[config.mk]
export PLATFORM = sky130hd
export DESIGN_NAME = uart_tx_frame
export DESIGN_NICKNAME = d
export VERILOG_FILES = /design/src/rtl/uart_pkg.sv /design/src/rtl/uart_bit_timer.sv /design/src/rtl/uart_tx_frame.sv
export SDC_FILE = /design/constraint.sdc
export NUM_CORES = 1
export LEC_CHECK = 0
export BUFFER_PORTS_ARGS = -buffer_cell sky130_fd_sc_hd__buf_2
export CORE_MARGIN = 3
export CORE_UTILIZATION = 54
export CTS_CLUSTER_SIZE = 20
export DETAILED_ROUTE_END_ITERATION = 16
export GPL_TIMING_DRIVEN = 0
export PLACE_DENSITY_LB_ADDON = 0.1
export SKIP_LAST_GASP = 1
export SLEW_MARGIN = 20
export SYNTH_ARGS = -nofsm -noshare
export SYNTH_HDL_FRONTEND = slang
export SYNTH_SLANG_ARGS = --single-unit
[constraint.sdc]
create_clock -name clk -period 3.05 [get_ports clk]
set_clock_uncertainty 0.15 [all_clocks]
set_input_delay 0.4575 -clock clk [delete_from_list [all_inputs] [get_ports clk]]
set_output_delay 0.4575 -clock clk [all_outputs]
set_load 0.01 [all_outputs]
[src/rtl/uart_pkg.sv]
// rtl/uart_pkg.sv - shared UART types, limits and parity helpers
//
// Purpose: common definitions for the UART transmitter and its future RX
// counterpart.
// Contents:
//   DATA_BITS_MIN/MAX : legal payload width range
//   tx_state_e        : transmit frame states
//   parity_e          : parity selection encoding (2'b11 is treated as none)
//   parityEnabled()   : true for EVEN or ODD
//   parityBit()       : parity bit for a zero-padded word
package uart_pkg;

  localparam int DATA_BITS_MIN = 5;
  localparam int DATA_BITS_MAX = 9;

  typedef enum logic [2:0] {
    IDLE   = 3'd0,
    START  = 3'd1,
    DATA   = 3'd2,
    PARITY = 3'd3,
    STOP   = 3'd4
  } tx_state_e;

  typedef enum logic [1:0] {
    NONE = 2'd0,
    EVEN = 2'd1,
    ODD  = 2'd2
  } parity_e;

  function automatic logic parityEnabled(input logic [1:0] mode);
    return (mode == EVEN) || (mode == ODD);
  endfunction

  // Unused upper bits of the word must be zero so they do not disturb the XOR.
  function automatic logic parityBit(input logic [DATA_BITS_MAX-1:0] word,
                                     input logic [1:0]               mode);
    return (mode == ODD) ? ~(^word) : (^word);
  endfunction

endpackage

[src/rtl/uart_bit_timer.sv]
// rtl/uart_bit_timer.sv - loadable down-counter producing one tick per serial bit
//
// Purpose: times serial bits. The counter is loaded with (bit length - 1) and
// counts down; bitTick is asserted during the last clock of each bit, at which
// point the counter reloads for the next bit. The receiver loads a half-bit
// value first to land in mid-bit, then runs on full-bit reloads.
// Ports:
//   clk, resetN  : clock, asynchronous active-low reset
//   load         : restart the counter with loadValue (has priority over run)
//   loadValue    : value loaded on load
//   run          : counter advances while high
//   reloadValue  : value reloaded after each tick
//   bitTick      : last clock of the current bit
module uart_bit_timer #(
  parameter int DIV_W = 32
) (
  input  logic             clk,
  input  logic             resetN,
  input  logic             load,
  input  logic [DIV_W-1:0] loadValue,
  input  logic             run,
  input  logic [DIV_W-1:0] reloadValue,
  output logic             bitTick
);

  logic [DIV_W-1:0] count;

  always_ff @(posedge clk or negedge resetN) begin
    if (!resetN) begin
      count <= '0;
    end else if (load) begin
      count <= loadValue;
    end else if (run) begin
      if (count == '0) begin
        count <= reloadValue;
      end else begin
        count <= count - DIV_W'(1);
      end
    end
  end

  assign bitTick = run && (count == '0);

endmodule

[src/rtl/uart_tx_frame.sv]
// rtl/uart_tx_frame.sv - parametrised UART transmitter (5..9 data bits, parity, 1/2 stop)
//
// Purpose: serialises one word per txDv/txReady handshake, LSB first, framed
// by a start bit, optional parity bit and one or two stop bits. Each bit lasts
// max(clocksPerBit,1) clocks. Word and configuration are captured at accept, so
// input changes during a frame only affect the next one.
// Parameters:
//   DATA_BITS : payload width, 5..9
//   DIV_W     : width of clocksPerBit and of the bit timer
// Ports:
//   clk, resetN  : clock, asynchronous active-low reset
//   txDv         : word valid; held by the producer until txReady
//   incomingByte : word to send
//   clocksPerBit : clocks per serial bit (0 and 1 both mean 1)
//   parityMode   : 00 none, 01 even, 10 odd, 11 none
//   twoStop      : 1 selects two stop bits
//   txReady      : high in IDLE; txDv && txReady accepts a word
//   txActive     : frame in progress (accept edge through last stop clock)
//   txDone       : one-cycle pulse on return to IDLE
//   txSerial     : serial line, idles high
module uart_tx_frame
  import uart_pkg::*;
#(
  parameter int DATA_BITS = 8,
  parameter int DIV_W     = 32
) (
  input  logic                 clk,
  input  logic                 resetN,
  input  logic                 txDv,
  input  logic [DATA_BITS-1:0] incomingByte,
  input  logic [DIV_W-1:0]     clocksPerBit,
  input  logic [1:0]           parityMode,
  input  logic                 twoStop,
  output logic                 txReady,
  output logic                 txActive,
  output logic                 txDone,
  output logic                 txSerial
);

  localparam int              CNT_W    = $clog2(DATA_BITS);
  localparam logic [CNT_W-1:0] LAST_BIT = CNT_W'(DATA_BITS - 1);

  tx_state_e state, stateNext;

  logic [CNT_W-1:0]         bitCounter, bitCounterNext;
  logic [DATA_BITS-1:0]     shiftReg, shiftNext;
  logic                     stopCount, stopCountNext;
  logic                     serialNext;
  logic                     doneNext;

  // Frame configuration captured at accept.
  logic [DIV_W-1:0]         bitLenM1;
  logic                     parityEn;
  logic                     parityVal;
  logic                     twoStopReg;

  logic                     accept;
  logic                     bitTick;
  logic [DIV_W-1:0]         acceptLenM1;
  logic [DATA_BITS_MAX-1:0] paddedWord;

  assign accept = txDv && txReady;

  // 0 and 1 both give a single-clock bit.
  assign acceptLenM1 = (clocksPerBit == '0) ? '0 : clocksPerBit - DIV_W'(1);

  always_comb begin
    paddedWord                  = '0;
    paddedWord[DATA_BITS-1:0]   = incomingByte;
  end

  // Loaded on accept so the start bit gets a full bit time from the next
  // cycle on; it only counts while a frame is in progress.
  uart_bit_timer #(
    .DIV_W(DIV_W)
  ) bitTimer (
    .clk        (clk),
    .resetN     (resetN),
    .load       (accept),
    .loadValue  (acceptLenM1),
    .run        (state != IDLE),
    .reloadValue(bitLenM1),
    .bitTick    (bitTick)
  );

  always_ff @(posedge clk or negedge resetN) begin
    if (!resetN) begin
      bitLenM1   <= '0;
      parityEn   <= 1'b0;
      parityVal  <= 1'b0;
      twoStopReg <= 1'b0;
    end else if (accept) begin
      bitLenM1   <= acceptLenM1;
      parityEn   <= parityEnabled(parityMode);
      parityVal  <= parityBit(paddedWord, parityMode);
      twoStopReg <= twoStop;
    end
  end

  // Next-state logic also computes the next line level, so every output comes
  // straight from a flop and changes exactly at the bit boundary.
  always_comb begin
    stateNext      = state;
    bitCounterNext = bitCounter;
    shiftNext      = shiftReg;
    stopCountNext  = stopCount;
    serialNext     = txSerial;
    doneNext       = 1'b0;

    case (state)
      IDLE: begin
        serialNext = 1'b1;
        if (accept) begin
          stateNext      = START;
          shiftNext      = incomingByte;
          bitCounterNext = '0;
          stopCountNext  = 1'b0;
          serialNext     = 1'b0;
        end
      end

      START: begin
        if (bitTick) begin
          stateNext  = DATA;
          serialNext = shiftReg[0];
        end
      end

      DATA: begin
        if (bitTick) begin
          bitCounterNext = bitCounter + CNT_W'(1);
          if (bitCounter == LAST_BIT) begin
            if (parityEn) begin
              stateNext  = PARITY;
              serialNext = parityVal;
            end else begin
              stateNext  = STOP;
              serialNext = 1'b1;
            end
          end else begin
            shiftNext  = shiftReg >> 1;
            serialNext = shiftReg[1];
          end
        end
      end

      PARITY: begin
        if (bitTick) begin
          stateNext  = STOP;
          serialNext = 1'b1;
        end
      end

      STOP: begin
        if (bitTick) begin
          if (twoStopReg && !stopCount) begin
            stopCountNext = 1'b1;
          end else begin
            stateNext  = IDLE;
            serialNext = 1'b1;
            doneNext   = 1'b1;
          end
        end
      end

      default: begin
        stateNext  = IDLE;
        serialNext = 1'b1;
      end
    endcase
  end

  always_ff @(posedge clk or negedge resetN) begin
    if (!resetN) begin
      state      <= IDLE;
      bitCounter <= '0;
      shiftReg   <= '0;
      stopCount  <= 1'b0;
      txSerial   <= 1'b1;
      txDone     <= 1'b0;
      txActive   <= 1'b0;
      txReady    <= 1'b1;
    end else begin
      state      <= stateNext;
      bitCounter <= bitCounterNext;
      shiftReg   <= shiftNext;
      stopCount  <= stopCountNext;
      txSerial   <= serialNext;
      txDone     <= doneNext;
      txActive   <= (stateNext != IDLE);
      txReady    <= (stateNext == IDLE);
    end
  end

endmodule
==> results.yml, run 1 <==
setup_path:
  worst-path-max-fanout: 10
  cpPeakStageDelay_ns: 0.59
  worst_path_max_delay_cell: "or4_4"
  critPathKind: "flop to flop"
  crit_path_start: "bitTimer.count[21]$_DFFE_PN0N_"
  r2r_start: "bitTimer.count[21]$_DFFE_PN0N_"
  crit_chain: "or3_4, or4_4, or4_4, buf_8, buf_2, a21oi_1, nor2_1, o32ai_1"
  crit_required_ns: 3.15
  rr_worst_depth: 8
  worstSetupEndpoint: "bitTimer.count[15]$_DFFE_PN0N_"
  cp-end-kind: "flop"
  reg2reg_to: "bitTimer.count[15]$_DFFE_PN0N_"
  cp.arrival_ns: 3.12
  cp-start-kind: "flop"
  rrSetupSlack_ns: 0.03
  cpMostUsedCell: "or4_4"
cts:
  cts.sinks: 86
  cts_made_buffers: 9
  cts_root_buf: "clkbuf_8"
  cts.reportedPaths.clkPinSlew_ns: 0.10
  cts_tree: "yes"
  htree_levels: 3
  clock_latency_ns: 0.36
  ctsLongestPathBuffers: 2
detailed_routing:
  maxUsedRoutingLayer: "met4"
  antenna_left: 0
  first_iter_violations: 441
  drt_first_pass_iters: 6
  wl_met2_um: 7200
  drc_errors: 0
  wl_met3_um: 1120
  vias_per_cell: 6.22
  routed_wl_um: 15600
  wl_met1_um: 6900
  vias: 5028
  wl_per_cell_um: 19.3
global_routing:
  grt_antenna_before_repair: 0
  grt_max_degree: 53
  grt.overflow.total: 0
  grt_use_total_pct: 28.9
  grt_pass1_vias: 4811
  grt_pass1_wl_um: 25200
floorplanning:
  dieArea_um2: 11000
  ios: 50
  dieHeight_um: 105
  dieWidth_um: 105
  core_area_um2: 9370
  row_count: 35
  start_util_pct: 56.2
sta:
  drv_slew: 0
  max_freq_ghz: 0.331
  hold_violations: 0
  hold-worst-slack_ns: 0.149
  tightest_slew_ns: 1.05
  setup_viol: 0
  period_share_pct: 99.0
  max_slew_margin_pct: 29.4
  rsz0062_at_grt: "true"
  finalSetupTns_ns: 0
  final.min_clock_period_ns: 3.02
layout:
  drive_gt1_share_pct: 16.5
  most-common-layout-cells: "dfrtp_1 (83), nor2_1 (72), nand2_1 (60), buf_2 (50), o21ai_0 (35)"
  final_cells: 808
  areaGrowthSynthToFinish_pct: 15.7
  final_area_um2: 6090
  layout.nets: 727
  antenna_cells: 0
  final_common_cell: "dfrtp_1"
  final_core_util_pct: 65.0
yosys:
  ys_warn_count: 0
  synth_enable_flop_cells: 0
  ys_seq_area_share_pct: 40.9
  async_flop_share_pct: 100
  synthDistinctLibCells: 56
  synthCells: 601
  syn-num-nets: 654
  netlist_area_um2: 5270
  postSynthAreaPerCell_um2: 8.76
  ys.flop_type: "dfrtp_1"
  ys_ff_latch: 86
place:
  place_congestion: 0.935
  dp_hpwl_um: 11200
  numPortBuffers: 49
  placed_area_um2: 5720
  dp.cells: 780
outcome:
  status: "finished clean"
flow_run:
  maxCapViolCount: 0
worst_hold_path:
  hp-class: "input pin to flop"
  min-delay-start: "twoStop"
power:
  p_per_area_nw_per_um2: 335
  p_leak_uw: 0.00276
  vdd_drop_max_uv: 227
layout make-up:
class,instances,area (µm²)
fillers,851,3280
inverters,14,52.6
well taps,129,161
plain buffers,29,160
flip-flops and latches,86,2160
clock inverters,6,45.0
multi-input cells,471,3000
repair buffers,63,393
clock buffers,10,128
worst max-delay path, delay by kind of cell (launching register included):
family,cells,cell delay (ns)
AO/OA/AOI/OAI,2,0.41
flip-flops,1,0.42
AND/OR/NAND/NOR,4,1.55
buffers and inverters,2,0.36
kinds of logic after synthesis:
group	count (synthesis)	share of synthesized area, %
AOI/OAI and AO/OA	149	19.0
xor gates and xnor gates	52	8.65
adders and majority gates	7	1.66
buffers and inverters	44	3.75
DFF	86	40.9
muxes	11	2.14
and+or+nand+nor	252	23.9
power breakdown:
group / total (µW) / switching, µW / internal [µW]
Sequential: 1150 / 2.94 / 1140
Combinational: 148 / 86.0 / 61.9
Clock: 750 / 449 / 301
Total: 2040 / 538 / 1510
registers in the layout, indices dropped and copies added, names as in the netlist, 3 cells and up:
register        flops
shiftReg            8
bitCounter          3
bitLenM1           32
state               3
bitTimer.count     32
synthesized netlist by cell type, drive strengths merged (3+ instances only):
cell type	n	area share, %
a211o	9	1.5
a211oi	6	0.86
a21o	20	2.9
a21oi	22	2.1
a221o	3	0.57
a31oi	16	1.9
buf	10	1.3
clkbuf	20	1.4
dfrtp	84	40
ha	7	1.7
inv	14	1.0
mux2i	9	1.7
nand2	61	4.3
nand2b	3	0.36
nand3	11	1.0
nand4	8	0.95
nor2	72	5.1
nor2b	3	0.36
nor3	27	2.8
nor3b	3	0.43
nor4	20	2.5
nor4b	3	0.50
o21ai	39	3.8
o22a	5	0.83
o22ai	5	0.59
o31a	5	0.83
o31ai	3	0.43
o32ai	3	0.50
or3	23	2.8
or4	12	1.9
xnor2	32	5.3
xor2	20	3.3
metrics by stage:
| stage | setup slack (ns) | power, µW |
|---|---|---|
| CTS | 0.0143 | 2050 |
| global route | -0.00195 | 2120 |
| global placement | -0.799 | 1310 |
| floorplan | 0.188 | 1230 |
| detailed placement | -0.655 | 1320 |
| finish | 0.0293 | 2040 |
timing repair:
item	4_1_cts	5_1_grt
resized for setup	10	16
buffers inserted	2	9
cloned	0	1
pin swaps	0	7
hold endpoints to repair	32	0
hold buffers	1	0
setup endpoints to repair	67	34
worst min-delay path by stage:
| stage | cells past startpoint | slack (ns) | to |
|---|---|---|---|
| after global routing | 2 | 0.17 | bitTimer.count[0]$_DFFE_PN0N_ |
| after global placement | 2 | 0.30 | bitLenM1[2]$_DFFE_PN0P_ |
| after detailed placement | 1 | 0.29 | bitLenM1[21]$_DFFE_PN0P_ |
| after floorplan | 0 | 0.01 | bitCounter[0]$_DFFE_PN0P_ |
| final | 3 | 0.15 | twoStopReg$_DFFE_PN0P_ |
| after CTS | 3 | 0.15 | twoStopReg$_DFFE_PN0P_ |
layer usage:
layer	vias to the layer above	GRT usage, %
met5	-	0
met4	0	10.8
met3	39	4.32
met2	221	45.3
met1	2423	40.6
li1	2345	-
Note: power is estimated with default switching activity, not from simulation.
==> run 2: changes to the inputs <==
--- a/config.mk
+++ b/config.mk
@@ -11,7 +11,7 @@
 export CTS_CLUSTER_SIZE = 20
 export DETAILED_ROUTE_END_ITERATION = 16
 export GPL_TIMING_DRIVEN = 0
-export PLACE_DENSITY_LB_ADDON = 0.1
+export PLACE_DENSITY = 0.82
 export SKIP_LAST_GASP = 1
 export SLEW_MARGIN = 20
 export SYNTH_ARGS = -nofsm -noshare
==> results.yml, run 2 (same netlist as run 1, synthesis figures left out) <==
outcome:
  status: "finished clean"
global_routing:
  grt_antenna_before_repair: 0
  grt_pass1_vias: 5064
  grt_pass1_wl_um: 24900
  grt_use_total_pct: 28.6
  grt.overflow.total: 0
  grt_max_degree: 56
cts:
  cts_made_buffers: 9
  cts_tree: "yes"
  cts_root_buf: "clkbuf_8"
  clock_latency_ns: 0.36
  ctsLongestPathBuffers: 2
  cts.reportedPaths.clkPinSlew_ns: 0.08
  cts.sinks: 86
  htree_levels: 3
sta:
  max_slew_margin_pct: 36.3
  hold_violations: 0
  max_freq_ghz: 0.329
  final.min_clock_period_ns: 3.04
  period_share_pct: 99.8
  tightest_slew_ns: 0.953
  finalSetupTns_ns: 0
  rsz0062_at_grt: "true"
  drv_slew: 0
  setup_viol: 0
detailed_routing:
  drc_errors: 0
  vias_per_cell: 6.36
  wl_per_cell_um: 19.6
  first_iter_violations: 672
  routed_wl_um: 15900
  vias: 5141
  drt_first_pass_iters: 6
  antenna_left: 0
place:
  place_congestion: 0.919
  dp_hpwl_um: 11100
  numPortBuffers: 49
  dp.cells: 780
layout:
  multiInputGateArea_um2: 3030
  fillCellCount: 809
  reg.largest.list: "bitLenM1: 32 flops, bitTimer.count: 32 flops, shiftReg: 8 flops"
  layout.nets: 727
  final_cells: 808
  areaGrowthSynthToFinish_pct: 16.9
  antenna_cells: 0
  seq_area_um2: 2160
  final_core_util_pct: 65.7
  drive_gt1_share_pct: 16.5
  final_common_cell: "dfrtp_1"
  most-common-layout-cells: "dfrtp_1 (82), nor2_1 (72), nand2_1 (60), buf_2 (50)"
power:
  vdd_drop_max_uv: 333
  p_leak_uw: 0.00278
  p_per_area_nw_per_um2: 339
setup_path:
  cpPeakStageDelay_ns: 0.60
  crit_family: "simple AND/OR/NAND/NOR gates"
  cp-end-kind: "flop"
  reg2reg_to: "bitTimer.count[27]$_DFFE_PN0N_"
  rr_worst_depth: 7
  worst_path_max_delay_cell: "or4_4"
  rrSetupSlack_ns: 0.007
  crit_chain: "or3_4, or4_4, or4_4, buf_8, buf_12, o32a_1, o2bb2ai_1"
  critPathKind: "flop to flop"
  cp-start-kind: "flop"
  worst-path-max-fanout: 10
  cp.arrival_ns: 3.13
  crit_buf_inv: 2
  cpMostUsedCell: "or4_4"
  r2r_start: "bitTimer.count[20]$_DFFE_PN0N_"
  crit_required_ns: 3.13
worst_hold_path:
  min-delay-start: "twoStop"
  hold_depth: 3
  hp-class: "input pin to flop"
  min_to: "twoStopReg$_DFFE_PN0P_"
floorplanning:
  start_util_pct: 56.2
  dieArea_um2: 11000
  core_area_um2: 9370
  ios: 50
  row_count: 35
  dieHeight_um: 105
  dieWidth_um: 105
flow_run:
  maxCapViolCount: 0
==> run 2: changes by cell type in the layout (fill, tap and decap cells not counted), moves of 2 or more <==
cell,before,now
o21ai_1,1,5
clkinvlp_4,3,0
o32ai_2,0,2
o21ai_0,35,32
inv_6,2,0
o32ai_1,3,1
clkbuf_1,19,23
==> run 2: area by class of cell <==
type | count | share of cell area (%)
inverters | 14 | 0.854
repair buffers | 63 | 6.38
clock buffers | 15 | 2.54
well taps | 129 | 2.62
flip-flops and latches | 86 | 35.0
clock inverters | 1 | 0.488
multi-input cells | 471 | 49.2
plain buffers | 29 | 2.85
==> run 2: report_power, final <==
part	internal [µW]	switching (µW)
Combinational	61.9	86.5
Clock	404	389
Sequential	1140	2.97
Total	1610	478
==> run 2: timing repair <==
item	4_1_cts	5_1_grt
hold buffers	1	0
pin swaps	0	9
hold endpoints to repair	29	0
cloned	0	1
gates resized for setup	11	28
buffers inserted	2	9
setup endpoints to repair	74	48
==> run 2: per-stage QoR <==
stage / cell area, µm² / worst slack (ns) / hold slack, ns / total power [µW]
2_1_floorplan: 5270 / 0.188 / 0.0119 / 1230
3_3_place_gp: 5670 / -0.863 / 0.302 / 1310
3_5_place_dp: 5700 / -0.900 / 0.277 / 1320
4_1_cts: 5970 / 0.0175 / 0.144 / 2090
5_1_grt: 6160 / -0.0328 / 0.191 / 2160
6_report: 6160 / 0.00695 / 0.146 / 2090
==> run 2: how the worst max path moves through the flow <==
stage | slack (ns) | startpoint | depth (start not counted) | endpoint
6_report | 0.007 | bitTimer.count[20]$_DFFE_PN0N_ | 7 | bitTimer.count[27]$_DFFE_PN0N_
5_1_grt | -0.03 | bitTimer.count[20]$_DFFE_PN0N_ | 8 | bitTimer.count[15]$_DFFE_PN0N_
4_1_cts | 0.02 | bitTimer.count[17]$_DFFE_PN0N_ | 7 | bitTimer.count[4]$_DFFE_PN0N_
3_5_place_dp | -0.90 | clocksPerBit[10] | 8 | bitTimer.count[22]$_DFFE_PN0N_
3_3_place_gp | -0.86 | clocksPerBit[10] | 8 | bitTimer.count[22]$_DFFE_PN0N_
2_1_floorplan | 0.19 | bitTimer.count[16]$_DFFE_PN0N_ | 9 | bitTimer.count[31]$_DFFE_PN0N_
==> run 2: tightest hold or removal path, stage by stage <==
cell and delay [ns]:
buf_2 0.07, nand2_1 0.03, o21ai_0 0.05
==> run 2: per-layer routing <==
metal / routed length [µm] / global-route usage (%) / share of wire (%)
met2: 7590 / 46.5 / 48
met3: 1490 / 6.11 / 9.4
met4: 558 / 11.9 / 3.5
met1: 6220 / 37.2 / 39
met5: 0 / 0 / 0
